[config.mk]
export PLATFORM = sky130hd
export DESIGN_NAME = frame_sequencer
export DESIGN_NICKNAME = d
export VERILOG_FILES = /design/src/rtl/frame_sequencer.sv
export SDC_FILE = /design/constraint.sdc
export NUM_CORES = 1
export LEC_CHECK = 0
export CAP_MARGIN = 40
export CORE_MARGIN = 2
export CORE_UTILIZATION = 25
export DETAILED_ROUTE_END_ITERATION = 16
export GPL_TIMING_DRIVEN = 0
export PLACE_DENSITY = 0.66
export REMOVE_ABC_BUFFERS = 1
export SYNTH_ARGS = -nofsm -noshare
export SYNTH_HDL_FRONTEND = slang
export SYNTH_SLANG_ARGS = --single-unit
[constraint.sdc]
create_clock -name clock -period 2.2 [get_ports clock]
set_clock_uncertainty 0.05 [all_clocks]
set_input_delay 0.44 -clock clock [delete_from_list [all_inputs] [get_ports clock]]
set_output_delay 0.44 -clock clock [all_outputs]
set_load 0.1 [all_outputs]
[src/rtl/frame_sequencer.sv]
// frame_sequencer: per-frame clear / render / crosshair sequencing onto the single VGA write port.
// Optional macro FRAME_SEQ_WATCHDOG_EN adds a per-stage timeout and the sticky timeout_flag_o.
module frame_sequencer #(
    parameter int unsigned SCREEN_W        = 160,
    parameter int unsigned SCREEN_H        = 120,
    parameter int unsigned HORIZON         = 60,
    parameter logic [17:0] CEIL_COLOUR     = 18'h0_0FFF,
    parameter logic [17:0] FLOOR_COLOUR    = 18'h1_5555,
    parameter int unsigned XHAIR_X         = 80,
    parameter int unsigned XHAIR_Y         = 60,
    parameter int unsigned WATCHDOG_CYCLES = 65535
) (
    input  logic        clock,
    input  logic        reset,
    input  logic        frame_tick_i,
    output logic        render_start_o,
    input  logic        render_done_i,
    input  logic [7:0]  render_x_i,
    input  logic [6:0]  render_y_i,
    input  logic [17:0] render_colour_i,
    input  logic        render_write_i,
    output logic        xhair_start_o,
    input  logic        xhair_done_i,
    output logic [7:0]  xhair_center_x_o,
    output logic [6:0]  xhair_center_y_o,
    input  logic [7:0]  xhair_x_i,
    input  logic [6:0]  xhair_y_i,
    input  logic [17:0] xhair_colour_i,
    input  logic        xhair_write_i,
    output logic [7:0]  vga_x_o,
    output logic [6:0]  vga_y_o,
    output logic [17:0] vga_colour_o,
    output logic        vga_write_o,
    output logic        busy_o,
    output logic        frame_done_o,
    output logic [7:0]  overrun_count_o,
    output logic        timeout_flag_o
);
    typedef enum logic [2:0] {
        IDLE, CLEAR, START_RENDER, WAIT_RENDER, START_XHAIR, WAIT_XHAIR, FRAME_DONE
    } state_t;
    state_t      state_q;
    logic [7:0]  x_q;
    logic [6:0]  y_q;
    logic [7:0]  overrun_q;
    logic        last_x, last_y, render_go, xhair_go;
    assign last_x = x_q == 8'(SCREEN_W - 1);
    assign last_y = y_q == 7'(SCREEN_H - 1);
`ifdef FRAME_SEQ_WATCHDOG_EN
    logic [15:0] wd_q;
    logic        timeout_q, wd_hit, in_wait;
    assign in_wait   = state_q == WAIT_RENDER || state_q == WAIT_XHAIR;
    assign wd_hit    = (wd_q + 16'd1) == 16'(WATCHDOG_CYCLES);
    assign render_go = render_done_i | wd_hit;
    assign xhair_go  = xhair_done_i | wd_hit;
    assign timeout_flag_o = timeout_q;
    // Counter sits at zero outside the WAIT states, so it restarts on every WAIT entry.
    always_ff @(posedge clock) begin
        if (reset) begin
            wd_q      <= '0;
            timeout_q <= 1'b0;
        end else begin
            wd_q <= in_wait ? wd_q + 16'd1 : '0;
            if (wd_hit && ((state_q == WAIT_RENDER && !render_done_i) ||
                           (state_q == WAIT_XHAIR && !xhair_done_i)))
                timeout_q <= 1'b1;
        end
    end
`else
    logic unused_wd;
    assign unused_wd      = ^WATCHDOG_CYCLES;
    assign render_go      = render_done_i;
    assign xhair_go       = xhair_done_i;
    assign timeout_flag_o = 1'b0;
`endif
    always_ff @(posedge clock) begin
        if (reset) begin
            state_q   <= IDLE;
            x_q       <= '0;
            y_q       <= '0;
            overrun_q <= '0;
        end else begin
            if (frame_tick_i && state_q != IDLE && overrun_q != 8'hFF)
                overrun_q <= overrun_q + 8'd1;
            case (state_q)
                IDLE: if (frame_tick_i) begin
                    state_q <= CLEAR;
                    x_q     <= '0;
                    y_q     <= '0;
                end
                CLEAR: begin
                    x_q <= last_x ? '0 : x_q + 8'd1;
                    if (last_x) y_q <= y_q + 7'd1;
                    if (last_x && last_y) state_q <= START_RENDER;
                end
                START_RENDER: state_q <= WAIT_RENDER;
                WAIT_RENDER:  if (render_go) state_q <= START_XHAIR;
                START_XHAIR:  state_q <= WAIT_XHAIR;
                WAIT_XHAIR:   if (xhair_go) state_q <= FRAME_DONE;
                default:      state_q <= IDLE;
            endcase
        end
    end
    // Only the active stage reaches the adapter; everything else drives zeros.
    assign vga_write_o  = state_q == CLEAR ||
                          (state_q == WAIT_RENDER && render_write_i) ||
                          (state_q == WAIT_XHAIR && xhair_write_i);
    assign vga_x_o      = state_q == CLEAR ? x_q :
                          state_q == WAIT_RENDER ? render_x_i :
                          state_q == WAIT_XHAIR ? xhair_x_i : '0;
    assign vga_y_o      = state_q == CLEAR ? y_q :
                          state_q == WAIT_RENDER ? render_y_i :
                          state_q == WAIT_XHAIR ? xhair_y_i : '0;
    assign vga_colour_o = state_q == CLEAR ? (y_q < 7'(HORIZON) ? CEIL_COLOUR : FLOOR_COLOUR) :
                          state_q == WAIT_RENDER ? render_colour_i :
                          state_q == WAIT_XHAIR ? xhair_colour_i : '0;
    assign render_start_o   = state_q == START_RENDER;
    assign xhair_start_o    = state_q == START_XHAIR;
    assign frame_done_o     = state_q == FRAME_DONE;
    assign busy_o           = state_q != IDLE;
    assign overrun_count_o  = overrun_q;
    assign xhair_center_x_o = 8'(XHAIR_X);
    assign xhair_center_y_o = 7'(XHAIR_Y);
endmodule

; Word level (Yosys, flattened, before mapping)
; Cells that the tools add are included.
[word_totals]
regBits = 26
word_cells = 56
[op_classes]
n_addsub = 3
n_lt_le_gt_ge = 1
n_eq_ne = 14
muxes = 21
n_reduce_logical = 13
[ops]
columns = op, count
row1 = $mux W18, 3
row2 = $mux W8, 5
row3 = $mux W7, 5
row4 = $pmux W3 S6, 1
row5 = $mux W17, 1
row6 = $add A8 B1 Y8 const B, 2
row7 = $pmux W8 S2, 1
row8 = $pmux W7 S2, 1
row9 = $mux W3, 4
row10 = $ne A2 B2 Y1 const B, 5
row11 = $eq A3 B3 Y1 const B, 3
row12 = $eq A8 B8 Y1 const B, 1
row13 = $ne A8 B8 Y1 const B, 1
row14 = $add A7 B1 Y7 const B, 1
row15 = $eq A7 B7 Y1 const B, 1
row16 = $lt A7 B6 Y1 const B, 1
row17 = $eq A3 B2 Y1 const B, 2
row18 = $logic_and A1 B1 Y1, 5
row19 = $reduce_and A4 Y1, 1
row20 = $eq A3 B1 Y1 const B, 1
row21 = $logic_not A3 Y1, 1
row22 = $reduce_and A3 Y1, 1
row23 = $reduce_bool A3 Y1, 1
row24 = $logic_or A1 B1 Y1, 2
row25 = other kinds (2), 2

; Logic depth before layout (Yosys ltp)
; Gate-level depths: netlist (run 1).
[depth]
word_depth = 4
ltp_mapped = 6

; Worst setup path before layout (run 1)
; OpenSTA, ideal clock, no wires.
[synth_path]
kind = flip-flop to output port
from = register state_q[1]
to = output vga_colour_o[11]
t_arrival_ps = 3249
required_ps = 1710
slack_ps = -1539
path_stages_with_launch = 7
n_path_buf = 2
cell_sequence = dfxtp_1 > buf_2 > inv_1 > nor2_1 > clkbuf_1 > a22oi_1 > o21ai_0
[synth_via]
elab_chain_len = 4
[synth_rtl]
columns = item, line_no
row1 = "start, declared", 42  ; state_t state_q;
row2 = "start signal, assigned", 78  ; state_q <= IDLE;
row3 = "start signal, assigned", 87  ; state_q <= CLEAR;
row4 = "start signal, assigned", 94  ; if (last_x && last_y) state_q <= START_RENDER;
row5 = $eq A3 B3 Y1, 116  ; state_q == WAIT_XHAIR ? xhair_colour_i : '0;
row6 = $mux W18, 116
row7 = $mux W18, 115  ; state_q == WAIT_RENDER ? render_colour_i :
row8 = $mux W18 *, 114  ; assign vga_colour_o = state_q == CLEAR ? (y_q < 7'(HORIZON) ? CEIL_COLOUR : FLOOR_COLOUR) :
row9 = "end, declared", 32  ; output logic [17:0] vga_colour_o,
; Every way passes the cells marked *; elsewhere a longest branch is shown, timed or not.

; Final worst setup path (run 1)
[layout_path]
from = register state_q[2]
to = output vga_colour_o[7]
; The elaborated chain is that of the path after synthesis.

==> qor.csv, run 1 <==
metric,value,unit
RePlAce Congestion,0.815,
post-route setup slack,-0.0147,ns
Final Hold Slack,0.446,ns
hold path start,y_q[1],
share of the synthesized area in the top cell type,0.231,
Die Span Y,99.0,µm
r2r setup slk,0.15,ns
CP max stage delay,0.39,ns
number of global-route vias before repair,2634,
"most common cell after layout, fill and taps aside",clkdlybuf4s50_1,
number of max-cap violations,0,
Antenna Nets Post-Route,0,
unrepaired setup endpoints after global routing,true,
CTS max path bufs,2,
fraction of layout cells with a size suffix above 1,0.266,
crit end category,output pin,
Cell variety after synth,50,
FF-to-FF End,state_q[1],
DRC Markers,0,
Cells after Synth,324,
average wire per standard cell,15.9,µm
final hold viol count,0,
Root Buffer,clkbuf_8,
Yosys reg bits,26,
status,"finished, violations left",
Post-synth ARST share,0,
DP Worst Slack,-1.63,ns
Clock transition at path regs,0.10,ns
Final Non-Filler Cells,563,
largest cells by area after synthesis,"dfxtp_1, nor2_1, a21oi_1, mux2i_1, buf_4",
critical path launch point type,register,
largest family of logic cells by synthesized area,simple AND/OR/NAND/NOR gates,
HP Class,register to register,
row count,34,
worst vdd ir,276,µV
Final min period,2.21,ns
final-stage net count,532,
leakage,1.70,nW
post-synthesis mux area share,0.0710,
full die area,9790,µm²
Critical Path AT,1.72,ns
WP data required,1.71,ns
fillcell total,753,
fin. max-slew vios,0,
Tcrit/Tclk final,1.01,
f_max,0.452,GHz
Overall Global Routing Usage,0.169,
post-DP HPWL,6.40,mm
cell accounting for the most synthesized area,dfxtp_1,
Worst Max-Slew Pin Slew,0.657,ns
worst-path cell chain,buf_12 > nor2b_4 > buf_12 > buf_6 > a22oi_2 > o21ai_2 > buf_12,
Hold Path Sink,y_q[1],
Ports,135,
Clock Sinks,26,
"Clk Latency, worst-skew pair",0.28,ns
first-pass iteration count of the detailed router,4,
Post-Synth Simple-Gate Area,0.295,
worst-path maximum fanout,6,
Port Buf Inserts,118,
vias post-DR,2821,
xor/xnor share of the synthesized area,0.0233,
Critical R2R Launch,x_q[1],
ys flop type,dfxtp_1,
Initial Util,0.259,
PwrDens,520,nW/µm²
largest net degree at the start of global routing,24,
CTS tree,yes,
FF-to-FF path depth,5,
first-pass GRT wire length,13.6,mm
CP dominant cell by count,buf_12,
Routed WL,8.95,mm
Placed Instances,573,
Die Wd,99.0,µm
Syn Std Cell Area,2250,µm²
yosys warns,0,
Worst slew margin,0.560,
compound-gate portion of the synthesized area,0.250,
Min-Delay Path Depth,2,
ANT cells,0,
adder-cell area share of the yosys netlist,0.0166,
"Worst Path Class, Setup",register to output pin,
Synth-to-Final Area Change,99.6,%
Mean Syn Cell Area,6.96,µm²
H-tree levels,1,
Placeable Area,8720,µm²
Critical-path top delay cell,dfxtp_4,
total CTS buffers,3,
register area share after synthesis,0.231,
number of synthesized flops with an enable pin,0,
setup TNS,-0.0147,ns
initial detailed-routing violation count,123,
"leading cell types in the layout, fill and taps excluded","clkdlybuf4s50_1, nor2_1, buf_12",
GRT overflow,0,
"Power, Total",2.34,mW
Final setup viols,1,
vias per cell,5.01,
initial antenna violation count,0,
failing checks,setup timing,
[logic make-up (layout without fill, tap and decap cells)]
kind of cell / Yosys count / in the layout
and+or+nand+nor: 131 / 131
other: 2 / 16
xor gates and xnor gates: 6 / 6
muxes: 16 / 16
DFF: 26 / 26
adders and majority gates: 3 / 3
AOI/OAI and AO/OA: 92 / 92
buffers and inverters: 48 / 165
[synth_stat cells (3+ instances only)]
master / count
o21ai_0: 16
o21bai_1: 7
inv_1: 6
nand4_1: 4
nand2_1: 24
buf_4: 16
nand3_1: 10
mux2i_1: 16
nand3b_1: 10
dfxtp_1: 26
a22oi_1: 11
clkbuf_1: 17
buf_2: 4
and2_1: 4
and3_1: 3
nor4_1: 3
a31oi_1: 5
nor2_1: 53
buf_1: 4
ha_1: 3
a21oi_1: 39
xor2_1: 6
nand4b_1: 3
[how the worst max path moves through the flow]
stage	to	startpoint	slack, ns	depth (start not counted)
floorplan	vga_colour_o[11]	state_q[1]	-2.57	4
global placement	vga_colour_o[9]	state_q[2]	-2.51	4
detailed placement	vga_colour_o[9]	state_q[1]	-1.63	6
CTS	vga_colour_o[9]	state_q[2]	-0.05	6
global route	vga_colour_o[7]	state_q[1]	-0.07	7
finish	vga_colour_o[7]	state_q[2]	-0.01	7
[registers in the layout, summed over array words and instances, names as in the netlist]
name / flops
x_q: 8
overrun_count_o: 8
state_q: 3
y_q: 7
[what timing repair did]
item / 4_1_cts / 5_1_grt
pin swaps: 1 / 4
buffers inserted: 14 / 8
gates resized for setup: 72 / 22
hold buffers: 0 / 0
cloned: 1 / 2
endpoints found under the setup margin: 43 / 17
[power breakdown]
group / total [mW] / internal [mW] / switching, mW / leakage, nW
Clock: 0.408 / 0.244 / 0.164 / 0.0357
Combinational: 1.42 / 0.503 / 0.917 / 1.45
Sequential: 0.512 / 0.483 / 0.0289 / 0.214
Total: 2.34 / 1.23 / 1.11 / 1.70
[metrics by stage]
step                cell area (µm²)  utilization
finish                         4500        0.516
global route                   4500        0.516
CTS                            4320        0.495
detailed placement             4240        0.487
global placement               3400        0.390
floorplan                      2080            -
[cell type report]
type	instances	area [µm²]	area share
Timing Repair Buffer	154	2080	0.463
Multi-Input combinational cell	264	1640	0.363
Sequential cell	26	537	0.119
Tap cell	108	135	0.0300
Clock buffer	3	41.3	0.00917
Clock inverter	1	30.0	0.00667
Inverter	6	30.0	0.00667
Timing Repair inverter	1	7.51	0.00167
[worst max-delay path: cells and delay by family (launching register included)]
family	cells	cell delay, ns
flops	1	0.39
simple gates	1	0.16
buf+inv	4	0.57
compound gates	2	0.30
[layer usage]
metal,GRT usage,share of wire
met1,0.212,0.42
met2,0.298,0.49
met3,0.0284,0.065
met4,0.0474,0.022
met5,0,0
Note: power is estimated with default switching activity, not from simulation.
==> run 2, diff against run 1 <==
--- a/config.mk
+++ b/config.mk
@@ -7,10 +7,10 @@
 export LEC_CHECK = 0
 export CAP_MARGIN = 40
 export CORE_MARGIN = 2
-export CORE_UTILIZATION = 25
+export CORE_UTILIZATION = 38
 export DETAILED_ROUTE_END_ITERATION = 16
 export GPL_TIMING_DRIVEN = 0
-export PLACE_DENSITY = 0.66
+export PLACE_DENSITY = 0.9
 export REMOVE_ABC_BUFFERS = 1
 export SYNTH_ARGS = -nofsm -noshare
 export SYNTH_HDL_FRONTEND = slang
==> run 2 against run 1 <==
  * The run still ends with setup timing left
  * Sequential share of layout area increased by 0.10 points
  * Global-route usage grew 14 points
  * Register-to-register slack got worse by 0.07 ns
  * Clock power shrank 23%
  * Wire length rose by 35%
  * Design area is 0.86% lower
  * Utilization increased by 25 points
  * Non-clock buffer count shrank 1
  * Highest routed layer unchanged
==> qor.csv, run 2 (synthesized netlist as in run 1, its figures left out) <==
metric,value,unit,change
r2r setup slk,0.08,ns,-0.07 ns
DR WL met2,5.70,mm,+29%
Min-Delay Path Depth,2,,unchanged
Final min period,2.35,ns,+0.132 ns
number of global-route vias before repair,3173,,+20%
final-stage net count,532,,unchanged
Antenna Nets Post-Route,0,,unchanged
"most common cell after layout, fill and taps aside",clkdlybuf4s50_1,,
Root Buffer,clkbuf_8,,
status,"finished, violations left",,
row count,28,,-18%
Final Non-Filler Cells,530,,-5.9%
Critical R2R Launch,state_q[2],,
met3 wire len,1.33,mm,+130%
total CTS buffers,3,,unchanged
largest net degree at the start of global routing,25,,+4.2%
Synth-to-Final Area Change,97.9,%,
"Worst Path Class, Setup",register to output pin,,
fin. max-slew vios,0,,unchanged
M1 wire length,4.01,mm,+7.2%
full die area,6570,µm²,-33%
worst-path cell chain,buf_12 > buf_4 > nor2b_4 > buf_12 > a22oi_2 > o21ai_2 > buf_12,,
Initial Util,0.388,,+0.129
leakage,1.68,nW,-1.4%
unrepaired setup endpoints after global routing,true,,
dpl cell area,4140,µm²,-2.4%
first-pass iteration count of the detailed router,6,,+2
Tcrit/Tclk final,1.07,,+0.0601
Critical Path AT,1.86,ns,+0.14 ns
Hold Path Sink,overrun_count_o[6],,
H-tree levels,1,,unchanged
Critical-path top delay cell,dfxtp_4,,
"Clk Latency, worst-skew pair",0.28,ns,about the same
RePlAce Congestion,0.819,,+0.48%
Final setup viols,19,,+18
worst-path maximum fanout,17,,+11
crit end category,output pin,,
Top Layer Used,met4,,
average wire per standard cell,22.8,µm,+43%
post-DP HPWL,6.73,mm,+5.1%
initial detailed-routing violation count,559,,+350%
Ports,135,,unchanged
Worst Max-Slew Pin Slew,0.683,ns,+0.0258 ns
Overall Global Routing Usage,0.307,,+0.138
vias post-DR,3348,,+19%
Placeable Area,5820,µm²,-33%
hold buffer count at cts,0,,unchanged
vias per cell,6.32,,+26%
WP depth,7,,unchanged
Clock transition at path regs,0.10,ns,about the same
first-pass GRT wire length,15.8,mm,+16%
"leading cell types in the layout, fill and taps excluded","clkdlybuf4s50_1, buf_12, nor2_1",,
Die Span Y,81.0,µm,-18%
DRC Markers,0,,unchanged
GRT overflow,0,,unchanged
CTS max path bufs,2,,unchanged
CP max stage delay,0.37,ns,-0.02 ns
fraction of layout cells with a size suffix above 1,0.321,,+0.0549
WP data required,1.71,ns,about the same
Placed Instances,540,,-5.8%
critical path launch point type,register,,
failing checks,setup timing,,
Worst slew margin,0.543,,-0.0173
hold path start,overrun_count_o[6],,
Port Buf Inserts,118,,unchanged
worst vdd ir,461,µV,+67%
Clock Sinks,26,,unchanged
Die Wd,81.0,µm,-18%
CTS tree,yes,,
crit path buf inv count,4,,unchanged
Final Hold Slack,0.457,ns,+0.0112 ns
f_max,0.426,GHz,-5.6%
Top delay family on crit path,buffers and inverters,,
final hold viol count,0,,unchanged
ANT cells,0,,unchanged
number of max-cap violations,0,,unchanged
CP dominant cell by count,buf_12,,
HP Class,register to register,,
post-route setup slack,-0.147,ns,-0.132 ns
FF-to-FF path depth,5,,unchanged
initial antenna violation count,0,,unchanged
post-route design area,4460,µm²,-0.86%
Routed WL,12.1,mm,+35%
PwrDens,521,nW/µm²,+0.13%
FF-to-FF End,x_q[5],,
## run 2: changes by cell type in the layout (fill, tap and decap cells not counted), sizes merged
cell / previous run / this run
bufinv: 1 / 0
inv: 4 / 5
clkinvlp: 3 / 2
buf: 71 / 72
nor2: 53 / 54
bufbuf: 0 / 1
clkbuf: 6 / 4
## run 2: per-stage QoR
| stage | power, mW | worst slack [ns] | TNS, ns | util |
|---|---|---|---|---|
| after floorplan | 1.31 | -2.57 | -56.35 | - |
| after global placement | 1.63 | -2.48 | -78.12 | 0.577 |
| after detailed placement | 1.90 | -1.45 | -31.30 | 0.712 |
| after CTS | 2.25 | -0.110 | -0.192 | 0.739 |
| after global routing | 2.38 | -0.259 | -4.47 | 0.767 |
| final | 2.32 | -0.147 | -0.768 | 0.767 |
## run 2: worst max path at each step
stage / startpoint / to / slack (ns)
2_1_floorplan: state_q[1] / vga_colour_o[11] / -2.57
3_3_place_gp: state_q[1] / vga_colour_o[9] / -2.48
3_5_place_dp: state_q[1] / vga_colour_o[9] / -1.45
4_1_cts: state_q[1] / vga_colour_o[3] / -0.11
5_1_grt: state_q[1] / vga_colour_o[1] / -0.26
6_report: state_q[1] / vga_colour_o[1] / -0.15
## run 2: final cells by class
cell class	instances	area [µm²]
Clock buffer	4	55.1
Tap cell	75	93.8
Timing Repair inverter	1	7.51
Sequential cell	26	537
Inverter	6	26.3
Timing Repair Buffer	153	2000
Multi-Input combinational cell	265	1750
Fill cell	314	1350
## run 2: report_power, final
group / switching [mW] / total (mW) / internal [mW]
Clock: 0.153 / 0.313 / 0.160
Combinational: 0.986 / 1.51 / 0.525
Sequential: 0.0170 / 0.500 / 0.483
Total: 1.16 / 2.32 / 1.17
## run 2: worst register-to-register path, delay by kind of cell, from the launching register on
kind / cells / cell delay, ns
buffers and inverters: 1 / 0.21
and+or+nand+nor: 2 / 0.84
AOI/OAI and AO/OA: 2 / 0.60
DFF: 1 / 0.36
## run 2: timing repair
action	4_1_cts	5_1_grt
setup buffers	14	7
gates cloned	4	0
pin swaps	3	14
gates resized for setup	80	40
endpoints found under the setup margin	40	25
## run 2: metal layers
metal,vias to the layer above,track usage
met2,329,0.536
met3,122,0.118
met5,-,0
met1,1513,0.306
li1,1384,-
met4,0,0.192
==> run 3, diff against run 2 <==
--- a/config.mk
+++ b/config.mk
@@ -6,8 +6,10 @@
 export NUM_CORES = 1
 export LEC_CHECK = 0
 export CAP_MARGIN = 40
+export CELL_PAD_IN_SITES_DETAIL_PLACEMENT = 0
+export CELL_PAD_IN_SITES_GLOBAL_PLACEMENT = 1
 export CORE_MARGIN = 2
-export CORE_UTILIZATION = 38
+export CORE_UTILIZATION = 25
 export DETAILED_ROUTE_END_ITERATION = 16
 export GPL_TIMING_DRIVEN = 0
 export PLACE_DENSITY = 0.9
==> run 3 against run 2 <==
  * The run still ends with setup timing left
  * Non-clock buffer count rose by 7
  * Die area rose by 49%
  * Clock power barely moved
  * First-iteration DRC count fell by 76%
  * Sequential power barely moved
  * Critical path depth did not move
  * Via count fell by 12%
  * Critical path type unchanged
  * Largest power group unchanged
==> qor.csv, run 3 (synthesized netlist as in run 1, its figures left out) <==
metric,value,unit,change
Min-Delay Path Depth,2,,unchanged
Synth-to-Final Area Change,105,%,
Ports,135,,unchanged
Overall Global Routing Usage,0.171,,-0.136
critical path launch point type,register,,
vias post-DR,2938,,-12%
ANT cells,0,,unchanged
initial antenna violation count,0,,unchanged
DRC Markers,0,,unchanged
Hold Path Sink,y_q[1],,
Antenna Nets Post-Route,0,,unchanged
final hold viol count,0,,unchanged
Die Span Y,99.0,µm,+22%
first-pass GRT wire length,14.0,mm,-11%
Critical R2R Launch,state_q[1],,
average wire per standard cell,16.1,µm,-29%
Tcrit/Tclk final,1.03,,-0.0400
leakage,1.73,nW,+3.4%
number of max-cap violations,0,,unchanged
failing checks,setup timing,,
Top delay family on crit path,buffers and inverters,,
Worst Max-Slew Pin Slew,0.622,ns,-0.0610 ns
WP data required,1.71,ns,about the same
Port Buf Inserts,118,,unchanged
Worst slew margin,0.583,,+0.0408
worst vdd ir,336,µV,-27%
crit path buf inv count,5,,+1
PwrDens,500,nW/µm²,-4.0%
Root Buffer,clkbuf_8,,
fin. max-slew vios,0,,unchanged
number of global-route vias before repair,2795,,-12%
fraction of layout cells with a size suffix above 1,0.306,,-0.0150
post-route setup slack,-0.0588,ns,+0.0880 ns
worst-path maximum fanout,10,,-7
r2r setup slk,0.11,ns,+0.03 ns
Final setup viols,4,,-15
unrepaired setup endpoints after global routing,true,,
Clock transition at path regs,0.10,ns,about the same
RePlAce Congestion,0.858,,+4.8%
first-pass iteration count of the detailed router,5,,-1
Die Wd,99.0,µm,+22%
GRT overflow,0,,unchanged
vias per cell,5.16,,-18%
crit end category,output pin,,
FF-to-FF End,y_q[3],,
Final min period,2.26,ns,-0.0880 ns
final-stage net count,538,,+1.1%
Routed WL,9.18,mm,-24%
CP dominant cell by count,buf_4,,
initial detailed-routing violation count,135,,-76%
Critical-path top delay cell,dfxtp_4,,
largest net degree at the start of global routing,23,,-8.0%
post-DP HPWL,6.29,mm,-6.6%
CTS max path bufs,2,,unchanged
HP Class,register to register,,
"most common cell after layout, fill and taps aside",clkdlybuf4s50_1,,
full die area,9790,µm²,+49%
total CTS buffers,3,,unchanged
row count,34,,+21%
CTS tree,yes,,
H-tree levels,1,,unchanged
Initial Util,0.259,,-0.129
Critical Path AT,1.77,ns,-0.09 ns
hold path start,y_q[1],,
"Worst Path Class, Setup",register to output pin,,
worst-path cell chain,buf_16 > clkinvlp_4 > buf_4 > buf_4 > o21bai_1 > a21oi_2 > buf_12,,
f_max,0.443,GHz,+3.9%
DP Worst Slack,-1.44,ns,+0.0154 ns
status,"finished, violations left",,
Clock Sinks,26,,unchanged
"leading cell types in the layout, fill and taps excluded","clkdlybuf4s50_1, nor2_1, buf_12",,
"Power, Total",2.31,mW,-0.39%
CP max stage delay,0.38,ns,about the same
Placeable Area,8720,µm²,+50%
FF-to-FF path depth,5,,unchanged
"Clk Latency, worst-skew pair",0.27,ns,about the same
## run 3: cell count changes in the layout (fill, tap and decap cells not counted), sizes merged
cell	before	now
inv	5	4
buf	72	75
clkinvlp	2	3
clkbuf	4	9
bufbuf	1	0
nor2	54	53
## run 3: timing repair
action,4_1_cts,5_1_grt
cloned,3,0
endpoints found under the setup margin,49,21
pin swaps,3,10
hold buffers,0,0
resized for setup,62,56
setup buffers,14,14
## run 3: metal layers
layer	global-route usage	vias to the layer above	part of all wire
met3	0.0312	24	0.059
met5	0	-	0
met4	0.0390	0	0.031
met2	0.315	130	0.53
met1	0.206	1386	0.38
li1	-	1398	-
## run 3: power by group
group / internal [mW] / switching, mW / leakage (nW)
registers: 0.481 / 0.0217 / 0.215
logic: 0.533 / 0.965 / 1.49
clock network: 0.160 / 0.153 / 0.0288
## run 3: worst max path at each step
stage	end	cells past startpoint	start	slack, ns
floorplan	vga_colour_o[11]	4	state_q[1]	-2.57
detailed placement	vga_colour_o[7]	7	state_q[1]	-1.44
CTS	vga_colour_o[12]	7	state_q[1]	-0.30
global route	vga_colour_o[2]	7	state_q[1]	-0.11
global placement	vga_colour_o[5]	5	state_q[1]	-2.54
finish	vga_colour_o[2]	7	state_q[1]	-0.06
## run 3: tightest hold or removal path: stages, from the launching register on
cell and delay, ns:
dfxtp_1 0.35, nand2_1 0.06, a21oi_1 0.05
## run 3: through the flow
stage / utilization / setup TNS (ns) / std cells / area (µm²) / hold slack (ns)
detailed placement: 0.489 / -30.61 / 573 / 4270 / 0.439
global route: 0.531 / -0.633 / 569 / 4630 / 0.473
global placement: 0.390 / -82.83 / 522 / 3400 / 0.428
CTS: 0.502 / -1.98 / 558 / 4380 / 0.453
finish: 0.531 / -0.0936 / 569 / 4630 / 0.449
floorplan: - / -56.35 / 296 / 2080 / 0.405
## run 3: area by class of cell
class	instances	area (µm²)
timing repair buffer	160	2100
tap	108	135
clock buffer	4	55.1
timing repair inverter	1	7.51
fill	742	4090
sequential	26	542
inverter	6	30.0
multi-input combinational	264	1760
